### src/rtl/debug_ram_sequencer.sv
// Load/run/dump controller for the RV32Core debug RAM ports: host words go into DataRAM then InstRAM, the core runs for a fixed budget, then DataRAM is streamed out.
// Latency: writes land the same cycle as a load handshake; each dumped word costs RD+CAP+OUT (>=3 cycles).
// Backpressure: load_ready is high only in the load states; dump_data is held in OUT until dump_ready.
module debug_ram_sequencer #(
    parameter int WORDS      = 4096,
    parameter int RST_CYCLES = 8,
    parameter int RUN_CYCLES = 200000
) (
    input  logic        CPU_CLK,
    input  logic        CPU_RST_N,
    input  logic        start,
    input  logic        abort,
    input  logic        load_valid,
    input  logic [31:0] load_data,
    output logic        load_ready,
    output logic        dump_valid,
    output logic [31:0] dump_data,
    input  logic        dump_ready,
    output logic [31:0] Debug_DataRAM_A2,
    output logic [31:0] Debug_DataRAM_WD2,
    output logic [3:0]  Debug_DataRAM_WE2,
    input  logic [31:0] Debug_DataRAM_RD2,
    output logic [31:0] Debug_InstRAM_A2,
    output logic [31:0] Debug_InstRAM_WD2,
    output logic [3:0]  Debug_InstRAM_WE2,
    output logic        core_rst,
    output logic        busy,
    output logic        done
);

    localparam int IW        = $clog2(WORDS);
    localparam int HW        = ($clog2(RST_CYCLES + 1) > 0) ? $clog2(RST_CYCLES + 1) : 1;
    localparam int RW        = ($clog2(RUN_CYCLES + 1) > 0) ? $clog2(RUN_CYCLES + 1) : 1;
    localparam int HOLD_LAST = (RST_CYCLES > 0) ? RST_CYCLES - 1 : 0;
    localparam int RUN_LAST  = (RUN_CYCLES > 0) ? RUN_CYCLES - 1 : 0;
    localparam logic [IW-1:0] IDX_LAST = IW'(WORDS - 1);

    typedef enum logic [3:0] {
        IDLE, LOAD_D, LOAD_I, HOLD, RUN, RD, CAP, OUT, DONE
    } seqState_t;

    seqState_t      state, stateNext;
    logic [IW-1:0]  idx, idxNext;
    logic [HW-1:0]  holdCnt;
    logic [RW-1:0]  runCnt;
    logic [31:0]    wordAddr;
    logic           lastWord, holdDone, runDone;

    assign wordAddr = {{(30 - IW){1'b0}}, idx, 2'b00};
    assign lastWord = (idx == IDX_LAST);
    assign holdDone = (holdCnt == HW'(HOLD_LAST));
    assign runDone  = (RUN_CYCLES == 0) || (runCnt == RW'(RUN_LAST));

    always_comb begin
        stateNext         = state;
        idxNext           = idx;
        load_ready        = 1'b0;
        dump_valid        = 1'b0;
        busy              = 1'b1;
        done              = 1'b0;
        Debug_DataRAM_A2  = 32'd0;
        Debug_DataRAM_WD2 = 32'd0;
        Debug_DataRAM_WE2 = 4'd0;
        Debug_InstRAM_A2  = 32'd0;
        Debug_InstRAM_WD2 = 32'd0;
        Debug_InstRAM_WE2 = 4'd0;

        case (state)
            IDLE, DONE: begin
                busy = 1'b0;
                done = (state == DONE);
                if (start) begin
                    stateNext = LOAD_D;
                    idxNext   = '0;
                end
            end
            LOAD_D: begin
                // abort wins over a same-cycle word: it is neither accepted nor written
                load_ready       = !abort;
                Debug_DataRAM_A2 = wordAddr;
                if (load_valid && !abort) begin
                    Debug_DataRAM_WD2 = load_data;
                    Debug_DataRAM_WE2 = 4'b1111;
                    idxNext           = idx + IW'(1);
                    if (lastWord) begin
                        stateNext = LOAD_I;
                        idxNext   = '0;
                    end
                end
            end
            LOAD_I: begin
                load_ready       = !abort;
                Debug_InstRAM_A2 = wordAddr;
                if (load_valid && !abort) begin
                    Debug_InstRAM_WD2 = load_data;
                    Debug_InstRAM_WE2 = 4'b1111;
                    idxNext           = idx + IW'(1);
                    if (lastWord) begin
                        stateNext = HOLD;
                    end
                end
            end
            HOLD: begin
                if (holdDone) begin
                    stateNext = RUN;
                end
            end
            RUN: begin
                if (runDone) begin
                    stateNext = RD;
                    idxNext   = '0;
                end
            end
            RD: begin
                Debug_DataRAM_A2 = wordAddr;
                stateNext        = CAP;
            end
            CAP: begin
                // address held so the synchronous read port keeps returning the same word
                Debug_DataRAM_A2 = wordAddr;
                stateNext        = OUT;
            end
            OUT: begin
                dump_valid = !abort;
                if (dump_ready && !abort) begin
                    if (lastWord) begin
                        stateNext = DONE;
                    end else begin
                        stateNext = RD;
                        idxNext   = idx + IW'(1);
                    end
                end
            end
            default: begin
                busy      = 1'b0;
                stateNext = IDLE;
            end
        endcase

        if (abort) begin
            stateNext = IDLE;
            idxNext   = idx;
        end
    end

    always_ff @(posedge CPU_CLK or negedge CPU_RST_N) begin
        if (!CPU_RST_N) begin
            state     <= IDLE;
            idx       <= '0;
            holdCnt   <= '0;
            runCnt    <= '0;
            dump_data <= 32'd0;
            core_rst  <= 1'b1;
        end else begin
            state   <= stateNext;
            idx     <= idxNext;
            holdCnt <= (state == HOLD && stateNext == HOLD) ? holdCnt + HW'(1) : '0;
            runCnt  <= (state == RUN && stateNext == RUN) ? runCnt + RW'(1) : '0;
            if (state == CAP) begin
                dump_data <= Debug_DataRAM_RD2;
            end
            // registered from next state so the core reset is glitch-free yet aligned with RUN
            core_rst <= !(stateNext == RUN && RUN_CYCLES != 0);
        end
    end

endmodule

### config.mk
export PLATFORM = sky130hd
export DESIGN_NAME = debug_ram_sequencer
export DESIGN_NICKNAME = d
export VERILOG_FILES = /design/src/rtl/debug_ram_sequencer.sv
export SDC_FILE = /design/constraint.sdc
export NUM_CORES = 1
export LEC_CHECK = 0
export CAP_MARGIN = 20
export CORE_MARGIN = 2
export CORE_UTILIZATION = 45
export DETAILED_ROUTE_END_ITERATION = 8
export DONT_BUFFER_PORTS = 1
export PLACE_DENSITY = 0.61
export SLEW_MARGIN = 20
export SYNTH_ARGS = -nofsm -noshare
export SYNTH_HDL_FRONTEND = slang
export SYNTH_SLANG_ARGS = --single-unit
### constraint.sdc
create_clock -name CPU_CLK -period 2.2 [get_ports CPU_CLK]
set_input_delay 0.33 -clock CPU_CLK [delete_from_list [all_inputs] [get_ports CPU_CLK]]
set_output_delay 0.33 -clock CPU_CLK [all_outputs]
set_load 0.01 [all_outputs]
==> results of run 1 <==
==> metrics by stage <==
step                util (%)  cell area (µm²)
floorplan                  -             4600
global placement        49.6             4800
detailed placement      49.6             4800
CTS                     56.4             5460
global route            61.3             5940
finish                  61.3             5940
==> area by class of cell <==
type                    count  area (µm²)
inverters                  11        41.3
clock buffers               9         124
fillers                   783        3750
flip-flops and latches     71        1780
repair buffers             87         968
clock inverters             7        77.6
well taps                 133         166
multi-input cells         351        2780
==> critical path, cell delays in order, from the launching register on <==
cell and delay, ps:
dfrtp_1 370, ha_2 190, nand4_1 150, nor4_2 240
mux2_2 380, or4_4 480, or4b_1 470
==> logic make-up (layout without fill, tap and decap cells) <==
group                      after synthesis  in the layout
AOI/OAI and AO/OA                       52             52
adders and majority gates                3              3
and+or+nand+nor                        204            205
DFF                                     71             71
xor gates and xnor gates                16             16
buffers and inverters                   80            114
muxes                                   35             35
other                                    1             40
==> registers in the layout, indices dropped and copies added, names as in the netlist <==
name and count:
runCnt 18, core_rst 1, dump_data 32, holdCnt 4
idx 12, state 4
==> worst max-delay path by stage <==
stage / slack, ps / start / to
floorplan: -160 / idx[0] / core_rst
CTS: -120 / idx[0] / core_rst
finish: -150 / idx[0] / core_rst
global route: -240 / idx[0] / core_rst
detailed placement: -110 / idx[0] / core_rst
global placement: -70 / idx[0] / core_rst
==> what timing repair did <==
| action | 4_1_cts | 5_1_grt |
|---|---|---|
| gates cloned | 4 | 7 |
| resized for setup | 76 | 63 |
| setup buffers | 11 | 10 |
| hold buffers | 2 | 0 |
| pin swaps | 15 | 62 |
| endpoints found under the setup margin | 84 | 99 |
| endpoints found under the hold margin | 71 | 0 |
==> power by group <==
part | total (mW) | leakage (nW) | internal, mW | switching (mW)
Clock | 1.08 | 0.101 | 0.536 | 0.545
Combinational | 0.785 | 1.61 | 0.366 | 0.419
Sequential | 1.44 | 0.968 | 1.37 | 0.0694
==> routing by layer <==
layer | part of all wire, % | vias up | track usage, %
met5 | 0 | - | 0
met1 | 39 | 1811 | 26.1
met4 | 2.2 | 0 | 6.78
li1 | - | 1649 | -
met3 | 7.2 | 20 | 5.71
met2 | 51 | 170 | 37.4
==> layout by cell type (no fill, tap or decap), drive strengths merged, types with 3 or more instances in the layout <==
| cell | count |
|---|---|
| buf | 80 |
| and2 | 95 |
| xnor2 | 10 |
| nor2 | 22 |
| clkbuf | 15 |
| a21oi | 11 |
| dfrtp | 70 |
| o41ai | 9 |
| conb | 40 |
| o21ai | 10 |
| nor2b | 6 |
| nand4 | 7 |
| nand3 | 11 |
| or4 | 3 |
| nand2b | 4 |
| nor3 | 17 |
| nor4 | 4 |
| o31ai | 4 |
| inv | 14 |
| nand2 | 11 |
| ha | 3 |
| mux2 | 33 |
| or3 | 7 |
| and3 | 5 |
| xor2 | 6 |
| a21boi | 6 |
==> flow_summary.ini, run 1 <==
[power]
peakVddDrop_uv = 521
power_density_nw_per_um2 = 556
p_leak_nw = 2.68
p_total_mw = 3.30

[timing]
setup_viol = 79
tns_ps = -5900
min_period_ps = 2350
timing.final.crit_share_pct = 107
skew_ps = 12.5
finalHoldViolations = 0
worst_slew_pin_slew_ps = 520
hold_slack_ps = 126
slew_headroom_pct = 64.9
rsz0062_at_grt = yes
clock.fmax_ghz = 0.426
slew_violations = 0
worst_slack_ps = -147

[synth]
netlist_instances = 462
synth_top_area_cell = dfrtp_1
synth-async-reset-ratio_pct = 100
synth-simple-area-share_pct = 27.9
synth.top_cell.area_share_pct = 39.3
muxShareOfSynthArea_pct = 8.79
synth.most_common_cell = and2_1
netlist_area_um2 = 4450
synth_compound_gate_area_share_pct = 8.40
synthAdderAreaFrac_pct = 0.843
ys_seq_area_share_pct = 39.9
yosys_warnings = 0
ys_types = 60
synth_xor_area_share_pct = 3.15
ys_seq_elements = 71
synth_area_per_cell_um2 = 9.64
synth_edf_count = 0
yosys-top-cells-area = dfrtp_1, and2_1, mux2_2
synthFlopType = dfrtp_1
synth_top_family_by_area = simple AND/OR/NAND/NOR gates
yosys-top-cells-count = and2_1, dfrtp_1, buf_4

[floorplanning]
io-pin-count = 243
row_count = 36
start_util_pct = 46.0
die_area_um2 = 10700
die_x_um = 103
die_height_um = 103
coreArea_um2 = 9680

[clocking]
clkSinkCount = 71
clockBufferDepth = 2
cts_root_buf = clkbuf_8
cts_tree = built
htree_levels = 3
numCtsBuffers = 9
worstSkewPairLatency_ps = 350
clkTransAtPathRegs_ps = 90

[global_routing]
grt_max_degree = 72
overflow = 0
grt_pass1_vias = 3381
grt_antenna_before_repair = 0
track_usage_pct = 21.5
grt_pass1_wl_mm = 17.5

[cells_and_area]
layout.nets = 604
antenna-diode-count = 0
area_growth_pct = 33.3
drive_above_1_share_pct = 45.1
instances_no_fill = 669

[drt]
drt_pass1_iterations = 5
vias = 3650
drtIter0Drc = 187
routedWlPerCell_um = 19.3
final_antenna_net_count = 0
drcViolationCount = 0
via_per_inst = 5.46
routed_wl_mm = 12.9

[min_path]
hp-start = Debug_DataRAM_RD2[30]
worstHoldPathType = in2reg
whs_path_depth = 1
whs_endpoint = dump_data[30]

[place]
routabilityCongestion = 0.896
place.detailed.hpwl_mm = 8.48
io_buffers = 0
place_ws_ps = -112
placed_cells_incl_taps = 621

[worst_setup_path]
crit_path_end_kind = flop
worstSetupStartpointType = flop
crit_path_max_fanout = 2
critPathArrivalTime_ps = 2620
worstSetupPathType = reg2reg
rr_worst_depth = 6
rrSetupSlack_ps = -150
worstPathRequired_ps = 2470
r2r-end = core_rst
r2r_start = idx[0]

[run_status]
violations = negative setup slack
status = finished, violations left

[job]
maxCapViolations = 0
(Power assumes the default switching activity.)
==> run 2: changes to the inputs <==
--- a/config.mk
+++ b/config.mk
@@ -10,7 +10,7 @@
 export CORE_UTILIZATION = 45
 export DETAILED_ROUTE_END_ITERATION = 8
 export DONT_BUFFER_PORTS = 1
-export PLACE_DENSITY = 0.61
+export PLACE_DENSITY = 0.64
 export SLEW_MARGIN = 20
 export SYNTH_ARGS = -nofsm -noshare
 export SYNTH_HDL_FRONTEND = slang
==> run 2 against run 1 <==
  * The flow still finishes with violations (negative setup slack)
  * Via count shrank 2.5%
  * Sequential cell count is the same
  * Final cell count shrank 1.3%
  * Sequential power is essentially flat
  * Clock skew shrank 2.0 ps
  * Hold slack gained 6.3 ps
  * Critical path type unchanged
==> flow_summary.ini, run 2 (synthesized netlist as in run 1, its figures left out) <==
[drt]
drt_pass1_iterations = 5
routedWlPerCell_um = 18.8
routed_wl_mm = 12.4
final_antenna_net_count = 0
via_per_inst = 5.39
vias = 3559
drtIter0Drc = 85
drcViolationCount = 0

[timing]
skew_ps = 10.4
worst_slack_ps = -126
min_period_ps = 2330
slew_violations = 0
tns_ps = -1180
clock.fmax_ghz = 0.430
setup_viol = 44
timing.final.crit_share_pct = 106
rsz0062_at_grt = yes
finalHoldViolations = 0

[place]
routabilityCongestion = 0.913
placed_cells_incl_taps = 618
io_buffers = 0
place.detailed.hpwl_mm = 8.43

[power]
p_seq_share_pct = 46.2
p_leak_nw = 2.56
intPower_mw = 2.11
peakVddDrop_uv = 385
combPwrFrac_pct = 23.7
p_clk_share_pct = 30.1
switchingPower_mw = 0.995
switching_share_pct = 32.0
p_total_mw = 3.11
power_density_nw_per_um2 = 550

[min_path]
worstHoldPathType = in2reg

[cells_and_area]
final_cell_mix = dfrtp_1, and2_4, buf_4
instances_no_fill = 660
antenna-diode-count = 0
drive_above_1_share_pct = 45.0
top_regs = dump_data x32, runCnt x18, idx x12
multi_input_area_um2 = 2780
regArea_um2 = 1780
layout.nets = 595
layout_commonest_cell = dfrtp_1
fin_util_pct = 58.3
largest_reg_flops = 32
area_growth_pct = 26.8
largest-register = dump_data
fillers = 833

[run_status]
violations = negative setup slack
status = finished, violations left

[global_routing]
grt_pass1_vias = 3364
grt_pass1_wl_mm = 17.4
grt_antenna_before_repair = 0
overflow = 0
track_usage_pct = 21.6
grt_max_degree = 72

[floorplanning]
row_count = 36
die_height_um = 103
die_x_um = 103
die_area_um2 = 10700
start_util_pct = 46.0
coreArea_um2 = 9680
io-pin-count = 243

[worst_setup_path]
cp-endpoint = core_rst
crit_path_end_kind = flop
worstPathRequired_ps = 2460
crit_path_max_fanout = 2
rrSetupSlack_ps = -130
rr_worst_depth = 6
critPathArrivalTime_ps = 2590
worstSetupPathType = reg2reg
critPathLaunch = idx[1]
slowest_stage = or4b_4
worstSetupStartpointType = flop
r2r-end = core_rst
r2r_start = idx[1]
crit_chain = ha_2, nand4_1, nor4_2, mux2_2, or4_4, or4b_4
max_stage_delay_ps = 490

[clocking]
cts_root_buf = clkbuf_8
clkSinkCount = 71
worstSkewPairLatency_ps = 340
clockBufferDepth = 2
numCtsBuffers = 9
cts_tree = built
htree_levels = 3
clkTransAtPathRegs_ps = 80

[job]
maxCapViolations = 0
## run 2: changes by cell type in the layout (fill, tap and decap cells not counted), sizes merged
cell	delta
inv	-2
clkinvlp	+1
buf	-4
bufinv	-1
clkdlybuf4s15	+1
clkbuf	-5
clkinv	+1
## run 2: worst max-delay path, delay by kind of cell, from the launching register on
family | cells | cell delay, ps
and+or+nand+nor | 4 | 1320
muxes | 1 | 370
adders and majority gates | 1 | 190
DFF | 1 | 360
## run 2: through the flow
stage          worst slack, ps  hold slack (ps)  area [µm²]
4_1_cts                   -108              113        5290
2_1_floorplan             -165             34.4        4600
5_1_grt                   -203             99.4        5650
6_report                  -126              132        5650
3_3_place_gp             -68.5             37.0        4760
3_5_place_dp              -142             37.3        4760
## run 2: routing by layer
metal	track usage, %	wire length, µm	up-vias
met5	0	0	-
met4	7.49	259	0
met3	5.91	977	18
met2	37.6	6410	192
met1	25.7	4760	1724
li1	-	-	1625
## run 2: what timing repair did
action                                  in CTS  in global routing
hold endpoints to repair                    71                  0
endpoints found under the setup margin      87                102
pin swaps                                   33                 15
setup buffers                                9                 11
cloned                                       5                  2
resized for setup                           69                 71
hold buffers                                 2                  0
## run 2: how the worst min path moves through the flow
stage	slack (ps)	to	startpoint	cells past startpoint
after detailed placement	40	dump_data[10]	CPU_RST_N	0
final	130	dump_data[11]	Debug_DataRAM_RD2[11]	1
after global routing	100	dump_data[23]	Debug_DataRAM_RD2[23]	1
after floorplan	30	dump_data[0]	CPU_RST_N	0
after CTS	110	dump_data[11]	Debug_DataRAM_RD2[11]	1
after global placement	40	holdCnt[1]	CPU_RST_N	0
## run 2: power groups by stage
stage / combinational (mW) / sequential (mW) / clock [mW]
6_report: 0.736 / 1.43 / 0.936
2_1_floorplan: 0.390 / 1.46 / 0
3_3_place_gp: 0.511 / 1.46 / 0
3_5_place_dp: 0.518 / 1.45 / 0
4_1_cts: 0.614 / 1.43 / 0.957
5_1_grt: 0.798 / 1.44 / 1.03
## run 2: final cells by class
cell class,instances,share of cell area (%)
repair buffers,78,12.5
flip-flops and latches,71,31.6
inverters,11,0.731
multi-input cells,351,49.1
well taps,133,2.95
clock buffers,10,2.26
clock inverters,6,0.820
==> run 3: changes to the inputs <==
--- a/config.mk
+++ b/config.mk
@@ -6,7 +6,7 @@
 export NUM_CORES = 1
 export LEC_CHECK = 0
 export CAP_MARGIN = 20
-export CORE_MARGIN = 2
+export CORE_MARGIN = 1
 export CORE_UTILIZATION = 45
 export DETAILED_ROUTE_END_ITERATION = 8
 export DONT_BUFFER_PORTS = 1
==> run 3 against run 2 <==
  * The flow still finishes with violations (negative setup slack)
  * Global-route usage rose by 1.7 points
  * Via count rose by 2.0%
  * Worst setup slack improved by 57 ps
  * Design area rose by 2.9%
  * Non-clock buffer count rose by 8
  * Clock skew fell by 3.2 ps
  * Sequential power barely moved
  * Maximum frequency rose by 2.5%
  * Count of clock-buffer cells in the layout did not move
  * Die area fell by 3.8%
  * Critical path depth rose by 1
  * Highest routed layer unchanged
==> flow_summary.ini, run 3 (synthesized netlist as in run 1, its figures left out) <==
[run_status]
status = finished, violations left
violations = negative setup slack

[timing]
skew_ps = 7.26
clock.fmax_ghz = 0.441
finalHoldViolations = 0
timing.final.crit_share_pct = 103
setup_viol = 58
rsz0062_at_grt = yes
min_period_ps = 2270
slew_violations = 0
worst_slack_ps = -68.7

[floorplanning]
row_count = 35
start_util_pct = 47.3
die_height_um = 101
coreArea_um2 = 9420
die_x_um = 101
die_area_um2 = 10300
io-pin-count = 243

[worst_setup_path]
r2r_start = idx[0]
slowest_stage = dfrtp_2
crit_top_cell = buf_6
rr_worst_depth = 6
worstSetupPathType = reg2out
cp.buffers_inverters = 4
rrSetupSlack_ps = -60
max_stage_delay_ps = 450
crit_chain = buf_6, nor4b_4, buf_6, nor2b_4, buf_12, clkbuf_16, and2_4
crit_path_max_fanout = 6
worstSetupStartpointType = flop
crit_path_end_kind = output port
critPathArrivalTime_ps = 1940
critPathTopFamily = simple AND/OR/NAND/NOR gates
r2r-end = core_rst
worstPathRequired_ps = 1870

[cells_and_area]
drive_above_1_share_pct = 44.8
fillers = 806
final_area_um2 = 5810
area_growth_pct = 30.4
largest_reg_flops = 32
layout_commonest_cell = dfrtp_1
layout.nets = 603
largest-register = dump_data
top_regs = dump_data x32, runCnt x18, idx x12
final_cell_mix = dfrtp_1, and2_4, buf_4
antenna-diode-count = 0

[drt]
routed_wl_mm = 12.7
drt_pass1_iterations = 4
vias = 3629
drtIter0Drc = 106
via_per_inst = 5.47
routedWlPerCell_um = 19.1
final_antenna_net_count = 0
drcViolationCount = 0

[power]
p_leak_nw = 2.65
power_density_nw_per_um2 = 555
peakVddDrop_uv = 452

[clocking]
htree_levels = 3
clkTransAtPathRegs_ps = 80
cts_tree = built
clkSinkCount = 71
clockBufferDepth = 2
worstSkewPairLatency_ps = 340
numCtsBuffers = 9
cts_root_buf = clkbuf_8

[global_routing]
overflow = 0
grt_pass1_wl_mm = 17.9
grt_antenna_before_repair = 0
track_usage_pct = 23.3
grt_max_degree = 72
grt_pass1_vias = 3409

[min_path]
whs_endpoint = dump_data[4]
hp-start = Debug_DataRAM_RD2[4]
whs_path_depth = 1
worstHoldPathType = in2reg

[place]
place.detailed.hpwl_mm = 8.80
io_buffers = 0
place_ws_ps = -140
routabilityCongestion = 0.891
place_area_um2 = 4800

[job]
maxCapViolations = 0
run 3: power by group:
| part | internal (mW) | switching (mW) |
|---|---|---|
| logic | 0.350 | 0.401 |
| clock network | 0.548 | 0.487 |
| registers | 1.37 | 0.0701 |
run 3: metal layers:
metal | wire, µm | GRT usage (%)
met4 | 254 | 7.02
met1 | 4850 | 27.2
met3 | 853 | 5.45
met2 | 6700 | 42.4
met5 | 0 | 0
run 3: worst max-delay path by stage:
stage                   from                     to  depth (start not counted)
floorplan             idx[0]               core_rst                          6
global placement      idx[0]               core_rst                          6
detailed placement    idx[0]               core_rst                          6
CTS                 state[2]  Debug_InstRAM_WD2[11]                          6
global route          idx[0]               core_rst                          7
finish              state[3]  Debug_InstRAM_WD2[16]                          7
run 3: what timing repair did:
action                                 in CTS  in global routing
setup endpoints to repair                  85                 91
hold buffers                                2                  0
pin swaps                                  27                 23
gates resized for setup                    80                 47
endpoints found under the hold margin      71                  0
gates cloned                                4                  4
setup buffers                              12                  6
run 3: metrics by stage:
stage	util (%)	setup TNS [ps]	power, mW	cells	hold slack [ps]
2_1_floorplan	-	-543	1.85	501	34.4
3_3_place_gp	51.0	-50.6	1.96	620	36.9
3_5_place_dp	51.0	-602	1.97	620	36.5
4_1_cts	58.1	-2420	3.15	653	120
5_1_grt	61.7	-7960	3.38	663	106
6_report	61.7	-2100	3.22	663	132
run 3: layout make-up:
type                            count  area [µm²]  area share, %
Clock inverter                      5        58.8           1.01
Timing Repair Buffer               86         900           15.5
Tap cell                          129         161           2.78
Clock buffer                       10         138           2.37
Multi-Input combinational cell    351        2730           46.9
Inverter                           11        41.3          0.711
Sequential cell                    71        1780           30.7
